### src/rtl/axi_rd_register.sv
// axi_rd_register: pipelined register slice for the AXI4 read address (AR, forward)
// and read data (R, backward) channels, with an optional cap on the number of
// accepted-but-incomplete read bursts.

// One slice stage: a 2-entry skid buffer. Valid and ready toward the neighbours come
// straight from flops, so no combinational path crosses the stage in either direction.
module axi_rd_register_stage #(
  parameter int W = 8
) (
  input  logic         clk,
  input  logic         rst_n,
  input  logic [W-1:0] i_data,
  input  logic         i_valid,
  output logic         o_ready,
  output logic [W-1:0] o_data,
  output logic         o_valid,
  input  logic         i_ready
);

  logic [W-1:0] r_head;
  logic [W-1:0] r_tail;
  logic [1:0]   r_fill;
  logic         r_valid;
  logic         r_ready;
  logic         w_push;
  logic         w_pop;
  logic [1:0]   w_fill_nxt;

  assign w_push  = i_valid & r_ready;
  assign w_pop   = r_valid & i_ready;
  assign o_ready = r_ready;
  assign o_valid = r_valid;
  assign o_data  = r_head;

  // Occupancy after this edge's push/pop.
  always_comb begin
    w_fill_nxt = r_fill;
    if (w_push && !w_pop) begin
      w_fill_nxt = r_fill + 2'd1;
    end else if (!w_push && w_pop) begin
      w_fill_nxt = r_fill - 2'd1;
    end
  end

  // Control flops: fill level plus registered valid (not empty) and ready (not full).
  always_ff @(posedge clk or negedge rst_n) begin
    if (!rst_n) begin
      r_fill  <= 2'd0;
      r_valid <= 1'b0;
      r_ready <= 1'b0;
    end else begin
      r_fill  <= w_fill_nxt;
      r_valid <= (w_fill_nxt != 2'd0);
      r_ready <= (w_fill_nxt != 2'd2);
    end
  end

  // Payload flops (never reset): head is presented downstream, tail is the skid slot.
  // A push while full cannot happen because ready is low whenever fill is 2.
  always_ff @(posedge clk) begin
    if (w_pop) begin
      if (r_fill == 2'd2) begin
        r_head <= r_tail;
      end else if (w_push) begin
        r_head <= i_data;
      end
    end else if (w_push) begin
      if (r_fill == 2'd0) begin
        r_head <= i_data;
      end else begin
        r_tail <= i_data;
      end
    end
  end

endmodule

// Top: PIPE_LEVEL skid stages per channel plus the outstanding-burst limiter.
module axi_rd_register #(
  parameter int PIPE_LEVEL      = 3,
  parameter int MAX_OUTSTANDING = 16,
  parameter int ADDR_W          = 32,
  parameter int ID_W            = 4,
  parameter int DATA_W          = 64
) (
  input  logic              clk,
  input  logic              rst_n,
  // initiator side: AR in, R out
  input  logic [ADDR_W-1:0] i_s_araddr,
  input  logic [ID_W-1:0]   i_s_arid,
  input  logic [7:0]        i_s_arlen,
  input  logic [2:0]        i_s_arsize,
  input  logic [1:0]        i_s_arburst,
  input  logic              i_s_arvalid,
  output logic              o_s_arready,
  output logic [DATA_W-1:0] o_s_rdata,
  output logic [1:0]        o_s_rresp,
  output logic              o_s_rlast,
  output logic [ID_W-1:0]   o_s_rid,
  output logic              o_s_rvalid,
  input  logic              i_s_rready,
  // memory side: AR out, R in
  output logic [ADDR_W-1:0] o_m_araddr,
  output logic [ID_W-1:0]   o_m_arid,
  output logic [7:0]        o_m_arlen,
  output logic [2:0]        o_m_arsize,
  output logic [1:0]        o_m_arburst,
  output logic              o_m_arvalid,
  input  logic              i_m_arready,
  input  logic [DATA_W-1:0] i_m_rdata,
  input  logic [1:0]        i_m_rresp,
  input  logic              i_m_rlast,
  input  logic [ID_W-1:0]   i_m_rid,
  input  logic              i_m_rvalid,
  output logic              o_m_rready
);

  localparam int AR_W = ADDR_W + ID_W + 8 + 3 + 2;
  localparam int R_W  = DATA_W + 2 + 1 + ID_W;

  // Index 0 is the entry of a chain, index PIPE_LEVEL its far end.
  logic [AR_W-1:0] w_ar_data  [0:PIPE_LEVEL];
  logic            w_ar_valid [0:PIPE_LEVEL];
  logic            w_ar_ready [0:PIPE_LEVEL];
  logic [R_W-1:0]  w_r_data   [0:PIPE_LEVEL];
  logic            w_r_valid  [0:PIPE_LEVEL];
  logic            w_r_ready  [0:PIPE_LEVEL];
  logic            w_ar_allow;

  // AR enters from the initiator; the limiter gates both the ready and the write enable.
  assign w_ar_data[0]           = {i_s_araddr, i_s_arid, i_s_arlen, i_s_arsize, i_s_arburst};
  assign w_ar_valid[0]          = i_s_arvalid & w_ar_allow;
  assign o_s_arready            = w_ar_ready[0] & w_ar_allow;
  assign {o_m_araddr, o_m_arid, o_m_arlen, o_m_arsize, o_m_arburst} = w_ar_data[PIPE_LEVEL];
  assign o_m_arvalid            = w_ar_valid[PIPE_LEVEL];
  assign w_ar_ready[PIPE_LEVEL] = i_m_arready;

  // R enters from memory and flows back to the initiator.
  assign w_r_data[0]            = {i_m_rdata, i_m_rresp, i_m_rlast, i_m_rid};
  assign w_r_valid[0]           = i_m_rvalid;
  assign o_m_rready             = w_r_ready[0];
  assign {o_s_rdata, o_s_rresp, o_s_rlast, o_s_rid} = w_r_data[PIPE_LEVEL];
  assign o_s_rvalid             = w_r_valid[PIPE_LEVEL];
  assign w_r_ready[PIPE_LEVEL]  = i_s_rready;

  for (genvar g = 0; g < PIPE_LEVEL; g++) begin : g_stage
    axi_rd_register_stage #(.W(AR_W)) u_ar (
      .clk     (clk),
      .rst_n   (rst_n),
      .i_data  (w_ar_data[g]),
      .i_valid (w_ar_valid[g]),
      .o_ready (w_ar_ready[g]),
      .o_data  (w_ar_data[g+1]),
      .o_valid (w_ar_valid[g+1]),
      .i_ready (w_ar_ready[g+1])
    );
    axi_rd_register_stage #(.W(R_W)) u_r (
      .clk     (clk),
      .rst_n   (rst_n),
      .i_data  (w_r_data[g]),
      .i_valid (w_r_valid[g]),
      .o_ready (w_r_ready[g]),
      .o_data  (w_r_data[g+1]),
      .o_valid (w_r_valid[g+1]),
      .i_ready (w_r_ready[g+1])
    );
  end

  if (MAX_OUTSTANDING > 0) begin : g_limit
    localparam int CNT_W = $clog2(MAX_OUTSTANDING + 1);
    localparam logic [CNT_W-1:0] CNT_MAX = CNT_W'(MAX_OUTSTANDING);

    logic [CNT_W-1:0] r_cnt;
    logic             w_inc;
    logic             w_dec;

    assign w_inc      = i_s_arvalid & o_s_arready;
    assign w_dec      = o_s_rvalid & i_s_rready & o_s_rlast;
    // r_cnt is a flop, so this gate adds no valid-to-ready path.
    assign w_ar_allow = (r_cnt != CNT_MAX);

    // Outstanding-burst count: up on AR accept, down on final R beat, floor at zero.
    always_ff @(posedge clk or negedge rst_n) begin
      if (!rst_n) begin
        r_cnt <= '0;
      end else if (w_inc && !w_dec) begin
        r_cnt <= r_cnt + 1'b1;
      end else if (w_dec && !w_inc && (r_cnt != '0)) begin
        r_cnt <= r_cnt - 1'b1;
      end
    end

    // Flag a burst completion that has no matching accepted request.
    always_ff @(posedge clk) begin
      if (rst_n) begin
        assert (!(w_dec && (r_cnt == '0)));
      end
    end
  end else begin : g_nolimit
    assign w_ar_allow = 1'b1;
  end

endmodule
### config.mk
export PLATFORM = sky130hd
export DESIGN_NAME = axi_rd_register
export DESIGN_NICKNAME = d
export VERILOG_FILES = /design/src/rtl/axi_rd_register.sv
export SDC_FILE = /design/constraint.sdc
export NUM_CORES = 1
export LEC_CHECK = 0
export ABC_AREA = 1
export CORE_AREA = 3 3 292 294
export DETAILED_ROUTE_END_ITERATION = 8
export DIE_AREA = 0 0 295 297
export SLEW_MARGIN = 20
export SYNTH_ARGS = -nofsm -noshare
export SYNTH_HDL_FRONTEND = slang
export SYNTH_SLANG_ARGS = --single-unit
export TNS_END_PERCENT = 20
### constraint.sdc
create_clock -name clk -period 6.6 [get_ports clk]
set_input_delay 1.65 -clock clk [delete_from_list [all_inputs] [get_ports clk]]
set_output_delay 1.65 -clock clk [all_outputs]
set_load 0.1 [all_outputs]
**Yosys cells after proc, flatten, opt, wreduce, memory -nomap -nowiden**

Cells that the tools add are included.

- Register bits after elaboration: 749
- Input port bits: 126
- Output and inout bits: 124
- Word-level logic and storage cells: 195

- Add/subtract/negate cells: 14
- Equality and inequality tests: 13
- Muxes and demuxes: 44
- Bitwise gates (word level): 24
- Reduce and logical (&&, ||, !) cells: 69

Operators with widths:

| operator | count |
|---|---|
| 71-bit two-way mux | 15 |
| 49-bit two-way mux | 15 |
| 2-bit nonzero test | 25 |
| 3-bit AND reduction | 12 |
| 2-bit two-way mux | 12 |
| 1-bit logical AND | 15 |
| 2-bit by 1-bit adder with 2-bit output, second input constant | 6 |
| 1-bit bitwise AND | 12 |
| 2-bit == test, second input constant | 6 |
| 2-bit zero test | 6 |
| 2-bit inequality test, second input constant | 6 |
| 1-bit inverter | 12 |
| 2-bit by 1-bit subtractor with 2-bit output, second input constant | 6 |
| 1-bit zero test | 10 |
| 5-bit two-way mux | 2 |
| 5-bit by 1-bit adder with 5-bit output, second input constant | 1 |
| 5-bit inequality test, second input constant | 1 |
| 5-bit nonzero test | 1 |
| 5-bit by 1-bit subtractor with 5-bit output, second input constant | 1 |

**Logic depth before layout (Yosys ltp)**

- Depth after elaboration: 8
- Depth in mapped cells: 12
- Depth with buffers taken out: 12

**Hierarchy**

A second synthesis with hierarchy kept.

- Cell total of the unflattened synthesis: 2176
- Area total of the unflattened synthesis: 29062.9 um^2

Modules (own cells, without submodules):

| module | times used | cells an instance | area an instance (um^2) | sequential area each (um^2) |
|---|---|---|---|---|
| axi_rd_register_stage at g_stage[0].u_r ... | 3 | 412 | 5594.1 | 4364.2 |
| axi_rd_register_stage at g_stage[0].u_ar ... | 3 | 295 | 3952.5 | 3042.9 |
| axi_rd_register | 1 | 55 | 422.9 | 125.1 |

**Worst setup path after synthesis**

OpenSTA, ideal clock, no wires.

- Kind: input -> register
- Start: input port i_s_arvalid
- End: register g_stage[0].u_ar.r_head[0], enable pin
- Library setup time: 523 ps
- Arrival time: 5227 ps
- Required time: 6077 ps
- Slack: 849 ps
- Stages on the path: 2
- Buffers on the path: 0
- Cell sequence: nand3_2 -> o21ai_0

- Longest elaborated chain between the ends: 4
- Elaborated cells between the ends (all ways): 5
- Classes of those cells: bitwise (2); reduce/logical (3)

Ends and longest elaborated chain:

| element | RTL line | source |
|---|---|---|
| start: declaration | 94 | `input logic i_s_arvalid,` |
| 1-bit bitwise AND (*) | 132 | `assign w_ar_valid[0] = i_s_arvalid & w_ar_allow;` |
| 1-bit bitwise AND (*) | 29 | `assign w_push = i_valid & r_ready;` |
| 2-bit nonzero test (no source line) | n/a |  |
| 3-bit AND reduction (no source line) (*) | n/a |  |
| end signal: assignment | 63 | `r_head <= r_tail;` |
| end signal: assignment | 65 | `r_head <= i_data;` |
| end signal: assignment | 69 | `r_head <= i_data;` |
| end: declaration | 20 | `logic [W-1:0] r_head;` |

Mark *: on every way between the ends. The rest lies on a longest branch, timed or not.
A chain may end at the register's enable or synchronous reset.

**Final worst setup path**

- Start: register g_limit.r_cnt[1]
- End: output port o_s_arready

- Longest elaborated chain between the ends: 2

Ends and longest elaborated chain:

| element | RTL line | source |
|---|---|---|
| start: declaration | 173 | `logic [CNT_W-1:0] r_cnt;` |
| start signal: assignment | 187 | `r_cnt <= r_cnt + 1'b1;` |
| start signal: assignment | 189 | `r_cnt <= r_cnt - 1'b1;` |
| 5-bit inequality test | 180 | `assign w_ar_allow = (r_cnt != CNT_MAX);` |
| 1-bit bitwise AND | 133 | `assign o_s_arready = w_ar_ready[0] & w_ar_allow;` |
| end: declaration | 95 | `output logic o_s_arready,` |

No other way between the ends.

==> flow_summary_export.csv <==
group,metric,value,unit
outcome,status,"finished clean",
cts,htree_levels,3,
yosys,syn-cell-area,0.0289,mm2
cts,hold_buffers,0,
cells_and_area,n_fill_cell,7189,
sta,slew_violations,0,
drt,ant_nets,0,
grt,grt.overflow.total,0,
grt,grt_use_met2,18.7,%
flow_run,cap_violations,0,
grt,antenna_found_initial,1,
cells_and_area,final_cell_mix,"720 x edfxtp_1, 305 x mux2_4, 249 x clkdlybuf4s50_1",
cts,post_cts_buffers,0,
cells_and_area,multi_input_area,0.00616,mm2
grt,met3_usage,2.52,%
floorplanning,io_pins,250,
floorplanning,core,0.0832,mm2
cts,clockRootBuffer,"clkbuf_16",
sta,fmax,233,MHz
sta,layout_min_cycle_time,4.29,ns
setup_path,endpoint_kind,"output pin",
yosys,synth_warnings,0,
yosys,synthCells,1317,
cells_and_area,layout-drive-gt1-share,30.8,%
yosys,yosysSeqAreaShare,77.3,%
cts,cts_resized,0,
place,io_buffer_count,249,
grt,grt_pass1_vias,13115,
cells_and_area,regArea,0.0223,mm2
place,hpwl,31400,um
setup_path,crit_type,"flip-flop to output pin",
floorplanning,row_count,106,
cts,cts_made_buffers,82,
sta,min_period_over_period,65.1,%
setup_path,cp.arrival,2.64,ns
drt,first_pass_iters,5,
sta,finClkSkew,0.0186,ns
yosys,synth_seq_cells,749,
cts,clk_pin_slew,0.06,ns
setup_path,rrSetupSlack,3.93,ns
cts,worst_skew_pair.late_latency,0.62,ns
cells_and_area,nets,1769,
sta,slew_headroom,21.2,%
sta,rsz0062_at_grt,"no",
cts,ctsLongestPathBuffers,3,
worst_hold_path,holdCritPathClass,"flip-flop to flip-flop",
sta,setup_violations,0,
cells_and_area,fin_cells,2773,
place,gp_congestion,0.731,
yosys,syn-mean-instance-area,21.9,um2
sta,worstMarginPinSlew,1.18,ns
yosys,synth_top_area_share,74.8,%
drt,drt-initial-drc-count,662,
floorplanning,fp.dieH,297,um
floorplanning,initial_core_util,34.8,%
grt,grtUsageTotal,11.3,%
floorplanning,dieArea,0.0876,mm2
drt,vias_per_cell,4.46,
sta,hold_viol,0,
drt,drc,0,
setup_path,worst-path-max-fanout,4,
setup_path,start_kind,"flip-flop",
grt,grt_use_met1,14.3,%
grt,grt_start_max_net_pins,73,
yosys,synth_cell_type_count,27,
cells_and_area,area_growth,21.9,%
place,dp_cells,2623,
floorplanning,fp.dieW,295,um
yosys,syn_nets,1459,
cts,cts_tree,"done",
grt,busiest_layer,"met2",
drt,wl,50300,um
yosys,yosysTopAreaCell,"edfxtp_1",
grt,grt_pass1_wl,76000,um
drt,wire_per_inst,18.1,um
cts,cts.sinks,749,
cells_and_area,layout_commonest_cell,"edfxtp_1",
sta,setup_tns,0,ns
setup_path,critical_path_required,4.95,ns
yosys,synth_area_leaders,"edfxtp_1 75%, mux2_4 16%, dfrtp_1 2.5%",
drt,vias,12376,
## routing by layer
metal | up-vias | wire (um)
li1 | 5753 | -
met1 | 6202 | 21700
met2 | 320 | 24400
met3 | 101 | 2580
met4 | 0 | 1630
met5 | - | 0
## worst max-delay path: stages, from the launching register on
cell	delay, ns
dfrtp_1	0.43
nor2_1	0.10
nand3_2	0.12
nand2_1	0.06
inv_1	0.15
clkdlybuf4s50_1	1.16
## Yosys cell counts, drive strengths merged
cell type	instances
inv	34
fa	1
buf	36
nand4	2
dfrtp	29
nand3	16
edfxtp	720
a21oi	4
xor2	7
o211ai	4
or2	5
nand2	60
ha	15
xnor2	1
nor2	14
o21ai	9
mux2	360
## worst paths after layout
path,start,to,cells past startpoint
min in group asynchronous,rst_n,g_stage[1].u_ar.o_valid$_DFF_PN0_,2
min,g_stage[1].u_ar.o_data[48]$_DFFE_PP_,g_stage[2].u_ar.r_tail[48]$_DFFE_PP_,0
max in group asynchronous,rst_n,g_stage[0].u_r.o_ready$_DFF_PN0_,2
max reg2reg,g_stage[0].u_ar.r_fill[0]$_DFF_PN0_,g_stage[0].u_ar.o_data[1]$_DFFE_PP_,5
max,g_limit.r_cnt[1]$_DFFE_PN0P_,o_s_arready,5
min reg2reg,g_stage[1].u_ar.o_data[48]$_DFFE_PP_,g_stage[2].u_ar.r_tail[48]$_DFFE_PP_,0
## per-stage QoR
| stage | area [um2] | hold slack (ns) | setup slack (ns) | utilization, % |
|---|---|---|---|---|
| after global routing | 35200 | 0.453 | 2.16 | 42.4 |
| final | 35200 | 0.435 | 2.31 | 42.4 |
| after detailed placement | 32600 | 0.430 | 2.25 | 39.2 |
| after CTS | 35200 | 0.436 | 2.23 | 42.4 |
| after floorplan | 28900 | 0.420 | 0.849 | - |
| after global placement | 32600 | 0.425 | 2.30 | 39.2 |
## registers in the layout, indices dropped and copies added, names as in the netlist
signal,flops
g_stage.u_ar.r_fill,6
g_limit.r_cnt,5
g_stage.u_ar.o_ready,3
g_stage.u_ar.o_valid,3
g_stage.u_r.r_tail,213
g_stage.u_ar.r_tail,147
g_stage.u_r.o_ready,3
g_stage.u_ar.o_data,147
g_stage.u_r.o_valid,3
g_stage.u_r.r_fill,6
g_stage.u_r.o_data,213
## layout make-up
| cell class | count | area share (%) |
|---|---|---|
| Antenna cell | 2 | 0.0142 |
| Timing Repair Buffer | 262 | 7.36 |
| Clock buffer | 99 | 6.09 |
| Clock inverter | 49 | 1.46 |
| Tap cell | 1080 | 3.83 |
| Inverter | 34 | 0.362 |
| Multi-Input combinational cell | 498 | 17.5 |
| Sequential cell | 749 | 63.4 |
## kinds of logic after synthesis
kind of cell,Yosys count,share of synthesized area [%]
flip-flops,749,77.3
XOR/XNOR,8,0.268
AO/OA/AOI/OAI,17,0.329
adder cells (fa/ha/maj),16,0.719
AND/OR/NAND/NOR,97,1.65
multiplexers,360,18.0
buffers and inverters,70,1.74
Power is left out: the tool's default activity adds up to more than one toggle a clock period on the data nets, which glitch-free logic cannot reach.
